--- config.mk ---
export PLATFORM = sky130hd
export DESIGN_NAME = cond_flag_stage
export DESIGN_NICKNAME = d
export VERILOG_FILES = /design/src/rtl/cond_flag_stage.sv
export SDC_FILE = /design/constraint.sdc
export NUM_CORES = 1
export LEC_CHECK = 0
export CAP_MARGIN = 20
export CORE_MARGIN = 1.5
export CORE_UTILIZATION = 42
export CTS_CLUSTER_SIZE = 8
export DETAILED_ROUTE_END_ITERATION = 8
export PLACE_DENSITY = 0.91
export SYNTH_ARGS = -nofsm -noshare
export SYNTH_HDL_FRONTEND = slang
export SYNTH_SLANG_ARGS = --single-unit
--- constraint.sdc ---
create_clock -name clk -period 2.4 [get_ports clk]
set_input_delay 0.48 -clock clk [delete_from_list [all_inputs] [get_ports clk]]
set_output_delay 0.48 -clock clk [all_outputs]
set_load 0.05 [all_outputs]
--- src/rtl/cond_flag_stage.sv ---
// Flag/condition stage behind the ALU: holds NZCV, evaluates the ARM condition
// field, commits flag updates and registers the ALU result for writeback.
module cond_flag_stage #(
  parameter int CNT_W = 8
) (
  input  logic             clk,
  input  logic             reset,
  input  logic             in_valid,
  input  logic             stall,
  input  logic [3:0]       cond,
  input  logic [3:0]       opcode,
  input  logic             s_bit,
  input  logic [3:0]       rd,
  input  logic [31:0]      alu_out,
  input  logic [3:0]       alu_flags,
  output logic [3:0]       nzcv,
  output logic             carry_to_alu,
  output logic             wb_valid,
  output logic [3:0]       wb_rd,
  output logic [31:0]      wb_data,
  output logic [CNT_W-1:0] skip_count
);

  typedef enum logic [3:0] {
    CC_EQ = 4'h0, CC_NE = 4'h1, CC_CS = 4'h2, CC_CC = 4'h3,
    CC_MI = 4'h4, CC_PL = 4'h5, CC_VS = 4'h6, CC_VC = 4'h7,
    CC_HI = 4'h8, CC_LS = 4'h9, CC_GE = 4'hA, CC_LT = 4'hB,
    CC_GT = 4'hC, CC_LE = 4'hD, CC_AL = 4'hE, CC_NV = 4'hF
  } cond_e;

  typedef enum logic [3:0] {
    OP_AND = 4'h0, OP_EOR = 4'h1, OP_SUB = 4'h2, OP_RSB = 4'h3,
    OP_ADD = 4'h4, OP_ADC = 4'h5, OP_SBC = 4'h6, OP_RSC = 4'h7,
    OP_TST = 4'h8, OP_TEQ = 4'h9, OP_CMP = 4'hA, OP_CMN = 4'hB,
    OP_ORR = 4'hC, OP_MOV = 4'hD, OP_BIC = 4'hE, OP_MVN = 4'hF
  } op_e;

  logic flag_n, flag_z, flag_c, flag_v;
  logic pass;
  logic exec;
  logic is_cmp;
  logic is_logic;
  logic flag_wr;
  logic wb_wr;

  assign flag_n = nzcv[3];
  assign flag_z = nzcv[2];
  assign flag_c = nzcv[1];
  assign flag_v = nzcv[0];

  // Condition is judged against the committed flags, never the in-flight alu_flags.
  always_comb begin
    pass = 1'b0;
    case (cond_e'(cond))
      CC_EQ: pass = flag_z;
      CC_NE: pass = !flag_z;
      CC_CS: pass = flag_c;
      CC_CC: pass = !flag_c;
      CC_MI: pass = flag_n;
      CC_PL: pass = !flag_n;
      CC_VS: pass = flag_v;
      CC_VC: pass = !flag_v;
      CC_HI: pass = flag_c && !flag_z;
      CC_LS: pass = !flag_c || flag_z;
      CC_GE: pass = (flag_n == flag_v);
      CC_LT: pass = (flag_n != flag_v);
      CC_GT: pass = !flag_z && (flag_n == flag_v);
      CC_LE: pass = flag_z || (flag_n != flag_v);
      CC_AL: pass = 1'b1;
      CC_NV: pass = 1'b0;
      default: pass = 1'b0;
    endcase
  end

  always_comb begin
    is_cmp   = 1'b0;
    is_logic = 1'b0;
    case (op_e'(opcode))
      OP_TST, OP_TEQ: begin
        is_cmp   = 1'b1;
        is_logic = 1'b1;
      end
      OP_CMP, OP_CMN: is_cmp = 1'b1;
      OP_AND, OP_EOR, OP_ORR, OP_MOV, OP_BIC, OP_MVN: is_logic = 1'b1;
      default: begin
        is_cmp   = 1'b0;
        is_logic = 1'b0;
      end
    endcase
  end

  assign exec    = in_valid && pass && !stall;
  assign flag_wr = exec && (s_bit || is_cmp);
  assign wb_wr   = exec && !is_cmp;

  always_ff @(posedge clk or posedge reset) begin
    if (reset) begin
      nzcv <= '0;
    end else if (flag_wr) begin
      // Logical ops leave V untouched.
      nzcv <= is_logic ? {alu_flags[3:1], nzcv[0]} : alu_flags;
    end
  end

  always_ff @(posedge clk or posedge reset) begin
    if (reset) begin
      wb_valid <= 1'b0;
      wb_rd    <= '0;
      wb_data  <= '0;
    end else if (!stall) begin
      wb_valid <= wb_wr;
      if (wb_wr) begin
        wb_rd   <= rd;
        wb_data <= alu_out;
      end
    end
  end

  always_ff @(posedge clk or posedge reset) begin
    if (reset) begin
      skip_count <= '0;
    end else if (in_valid && !pass && !stall && (skip_count != '1)) begin
      skip_count <= skip_count + 1'b1;
    end
  end

  assign carry_to_alu = nzcv[1];

endmodule

; ---- Yosys cells after proc, flatten, opt, wreduce, memory -nomap -nowiden
; Index checks and enable logic that the tools add are counted.
[totals]
register_bits = 49
latch_bits = 0
ram_bits = 0
mem_bits_ro = 0
input_bits = 53
elab_cells = 64
n_memories = 0
[op_classes]
n_addsub = 1
multipliers = 0
div = 0
magnitude_cmp = 0
eq_ne = 27
shift = 0
muxes = 3
bitwise_logic = 2
reduce_logical = 25
[ops]
columns = cell, count
row1 = 4-bit equality test (second input constant), 16
row2 = 4-bit by 3-bit equality test with 1-bit output (second input constant), 4
row3 = 1-bit one-hot mux with 16 select lines, 1
row4 = 1-bit logical AND, 9
row5 = 8-bit by 1-bit adder with 8-bit output (second input constant), 1
row6 = 4-bit by 1-bit equality test with 1-bit output (second input constant), 2
row7 = 4-bit by 2-bit equality test with 1-bit output (second input constant), 2
row8 = 4-bit logical NOT, 2
row9 = 8-bit inequality test (second input constant), 1
row10 = 8-bit OR reduction, 1
row11 = 1-bit logical NOT, 7
row12 = 2-bit AND reduction, 2
row13 = 4-bit OR reduction, 1
row14 = 1-bit logical OR, 3
row15 = 1-bit 2-to-1 mux, 2
row16 = 1-bit inverter, 2
row17 = 1-bit equality test, 1
row18 = 1-bit inequality test, 1

; ---- Logic depth before layout (Yosys ltp)
[depth]
word_depth = 7
depth_mapped = 9

; ---- Worst setup path after synthesis
; OpenSTA, ideal clock, no wires.
[synth_timing]
path_type = register to register
startpoint = reg nzcv[1]
endpoint = reg wb_data[10]
arrival_ns = 2.105
setup_slack_ns = 0.170
stages_incl_launch_ff = 9
path_buffers = 2
path_cell_list = dfrtp_1 xnor2_1 a221oi_2 a21oi_2 o22ai_2 nor2b_4 buf_12 buf_12 mux2_4
[synth_via]
elab_chain_len = 7
word_cells_on_any_way = 8
[synth_lines]
columns = item, line_no
row1 = start: declaration, 16  ; output logic [3:0] nzcv,
row2 = start signal: assignment, 101  ; nzcv <= is_logic ? {alu_flags[3:1], nzcv[0]} : alu_flags;
row3 = 1-bit logical NOT, "58, 64"
row4 = 1-bit logical OR, 64  ; CC_LS: pass = !flag_c || flag_z;
row5 = 1-bit one-hot mux with 16 select lines (*), 54  ; case (cond_e'(cond))
row6 = 1-bit logical AND (*) (2 in series), 92  ; assign exec = in_valid && pass && !stall;
row7 = 1-bit logical AND (*), 94  ; assign wb_wr = exec && !is_cmp;
row8 = 2-bit AND reduction (no line) (*), n/a
row9 = end signal: assignment, 114  ; wb_data <= alu_out;
row10 = end: declaration, 20  ; output logic [31:0] wb_data,
; Every way passes the cells marked *; elsewhere a longest branch is shown, timed or not.
; A chain may end at the register's enable or synchronous reset.

; ---- Final worst setup path
[layout_timing]
startpoint = in cond[2]
endpoint = reg wb_data[10]
[layout_via]
elab_chain_len = 6
word_cells_on_any_way = 21
[layout_lines]
columns = item, line_no
row1 = start: declaration, 10  ; input logic [3:0] cond,
row2 = "4-bit equality test, or another cell as far along", 54
row3 = 1-bit one-hot mux with 16 select lines (*), 54
row4 = 1-bit logical AND (*) (2 in series), 92
row5 = 1-bit logical AND (*), 94
row6 = 2-bit AND reduction (no line) (*), n/a
; Marks and branches as above.

==> flow_summary.toml <==
[logic_synthesis]
synth_top_family_by_area = "multiplexers"
ys_top_cells_by_area = "dfrtp_1, mux2_4, mux2_2, xnor2_1, buf_12"
synthMuxAreaShare_pct = 25.6
syn_nets = 203
syn_area_mm2 = 0.00232
synth-compound-area-share_pct = 5.18
synthAdderAreaFrac_pct = 0.539
synth.most_common_cell = "dfrtp_1"
synth-simple-area-share_pct = 5.77
netlist-cell-type-count = 35
synth-xor-area-share_pct = 4.53
avgSynthCellArea_um2 = 15.6
syn_inst = 149
ys_seq_area_share_pct = 52.8
synth-async-reset-ratio_pct = 100
yosysTopAreaCell = "dfrtp_1"
post-synth-top-area-fraction_pct = 52.8
synth_warnings = 0
synth_edf_count = 0
synthFlopType = "dfrtp_1"
synth_seq_cells = 49
yosys-top-cells-count = "dfrtp_1, mux2_4, mux2_2"

[cells_and_area]
diodes = 0
syn2layout_area_growth_pct = 56.3
nets = 321
drive_gt1_share_pct = 27.7
fill_cells = 359

[clock_network]
h-tree-depth = 2
cts-root-buf = "clkbuf_8"
cts_buffers = 5
path_clk_slew_ps = 90
clk_path_buf_depth = 2
cts_tree = "built"
insertion_delay_ps = 300
cts_sinks = 49

[critical_path]
cp_cell_sequence = "clkdlybuf4s50_1 > buf_4 > xnor2_1 > o22ai_2 > xor2_1 > o22ai_2 > nor2b_4 > buf_12 > clkbuf_16 > mux2_4"
critPathCaptureType = "register"
startpoint_type = "input port"
crit_fanout = 9
critPathMaxStageDelay_ps = 440
crit_type = "in -> reg"
worst-path-buf-inv = 4
slowest_stage = "clkdlybuf4s50_1"
crit_required_ps = 2590
cp_common_cell = "o22ai_2"
cp_top_family = "buffers and inverters"
cp.arrival_ps = 2510

[place]
io_buffer_count = 101
place.gp.congestion = 0.847
post-dp-hpwl_um = 3950
pre_cts_slack_ps = -387

[detailed_routing]
maxUsedRoutingLayer = "met4"
wl_met2_um = 2690
drc = 0
routed_wl_um = 5320
ant_nets = 0
wl_per_cell_um = 15.8
drt_iter0_markers = 13
vias = 1635
met3WireLength_um = 450
first_pass_iters = 4
wl_met1_um = 2130
avgViaCountPerCell = 4.85

[global_route]
gr-total-overflow = 0
grt_pass1_vias = 1811
grt_antenna_before_repair = 0
grt_usage_pct = 18.6
grt_max_degree = 32
grt_pass1_wl_um = 8780

[power_and_ir_drop]
p_per_area_mw_per_mm2 = 1460
p_leak_uw = 0.00155
report.power.total_uw = 5280
vdd_ir_drop_max_mv = 1.09

[sta]
finClkSkew_ps = 5.03
drv_slew = 0
tightest_slew_ps = 533
min_period_ps = 2330
fmax_ghz = 0.430
setup_ws_ps = 74.8
relSlewSlack_pct = 64.3
setup_violations = 0
period_share_pct = 96.9
hold_viol_final = 0

[floorplan]
boundaryPins = 103
die_x_um = 77.3
core_region_area_mm2 = 0.00520
dieArea_mm2 = 0.00598
fp-row-count = 26
fp.dieH_um = 77.3
initial_core_util_pct = 44.6

[worst_hold_path]
hold_class = "reg -> reg"

[flow_run]
cap_violations = 0

[status]
status = "complete, no violations"
kinds of logic after synthesis:
kind of cell	after synthesis
simple gates	21
fa+ha+maj	1
buf+inv	10
flops	49
mux	42
compound gates	14
xor+xnor	12
flip-flops by register name (all words and copies together), names as in the netlist:
register,flops
wb_valid,1
skip_count,8
nzcv,4
wb_data,32
wb_rd,4
power by group:
group	internal (uW)	total [uW]	switching, uW
registers	1210	1510	300
clock network	303	573	270
logic	1330	3200	1870
final cells by class:
cell class / instances / area [um^2] / share of cell area, %
clock buffer: 5 / 68.8 / 1.90
multi-input combinational: 90 / 971 / 26.8
timing repair buffer: 120 / 1240 / 34.1
inverter: 1 / 3.75 / 0.103
clock inverter: 2 / 35.0 / 0.966
tap: 70 / 87.6 / 2.41
sequential: 49 / 1230 / 33.8
cell usage in the layout (no fill, tap or decap), drive strengths merged, types with 2 or more instances in the layout:
master and instances:
a21oi 2, and3 3, buf 17, clkbuf 7, clkdlybuf4s50 100, dfrtp 49, mux2 41, nand2 6
nand4 3, nor2b 4, o21a 2, o22ai 3, xnor2 10, xor2 2
what timing repair did:
action                     CTS  global route
setup buffers                0             1
resized for setup            1             4
hold buffers                 0             0
gates cloned                 0             2
pin swaps                    0             1
setup endpoints to repair   36            10
per-layer routing:
| metal | vias up | GRT usage (%) |
|---|---|---|
| li1 | 761 | - |
| met1 | 795 | 22.2 |
| met2 | 72 | 32.0 |
| met3 | 7 | 6.35 |
| met4 | 0 | 4.91 |
| met5 | - | 0 |
path summary, 6_finish.rpt:
kind                            slack, ps           from  depth (start not counted)            end
worst max-delay path                   70        cond[2]                         10    wb_data[10]
worst min-delay path                  500  skip_count[6]                          1  skip_count[6]
worst max register to register        290        nzcv[3]                          8    wb_data[10]
worst min register to register        500  skip_count[6]                          1  skip_count[6]
max in group asynchronous            1380          reset                          3    wb_data[15]
min in group asynchronous             510          reset                          2  skip_count[7]
stage by stage:
stage                     cells  cell area [um^2]  utilization (%)  hold slack (ps)  TNS (ps)
after CTS                   334              3540             68.0              504         0
after global routing        337              3630             69.7              527     -21.0
final                       337              3630             69.7              500         0
after floorplan             149              2320                -              601         0
after global placement      327              3440             66.1              483    -11820
after detailed placement    327              3440             66.1              490    -14890
No activity file was read; power rests on OpenSTA's default activity.
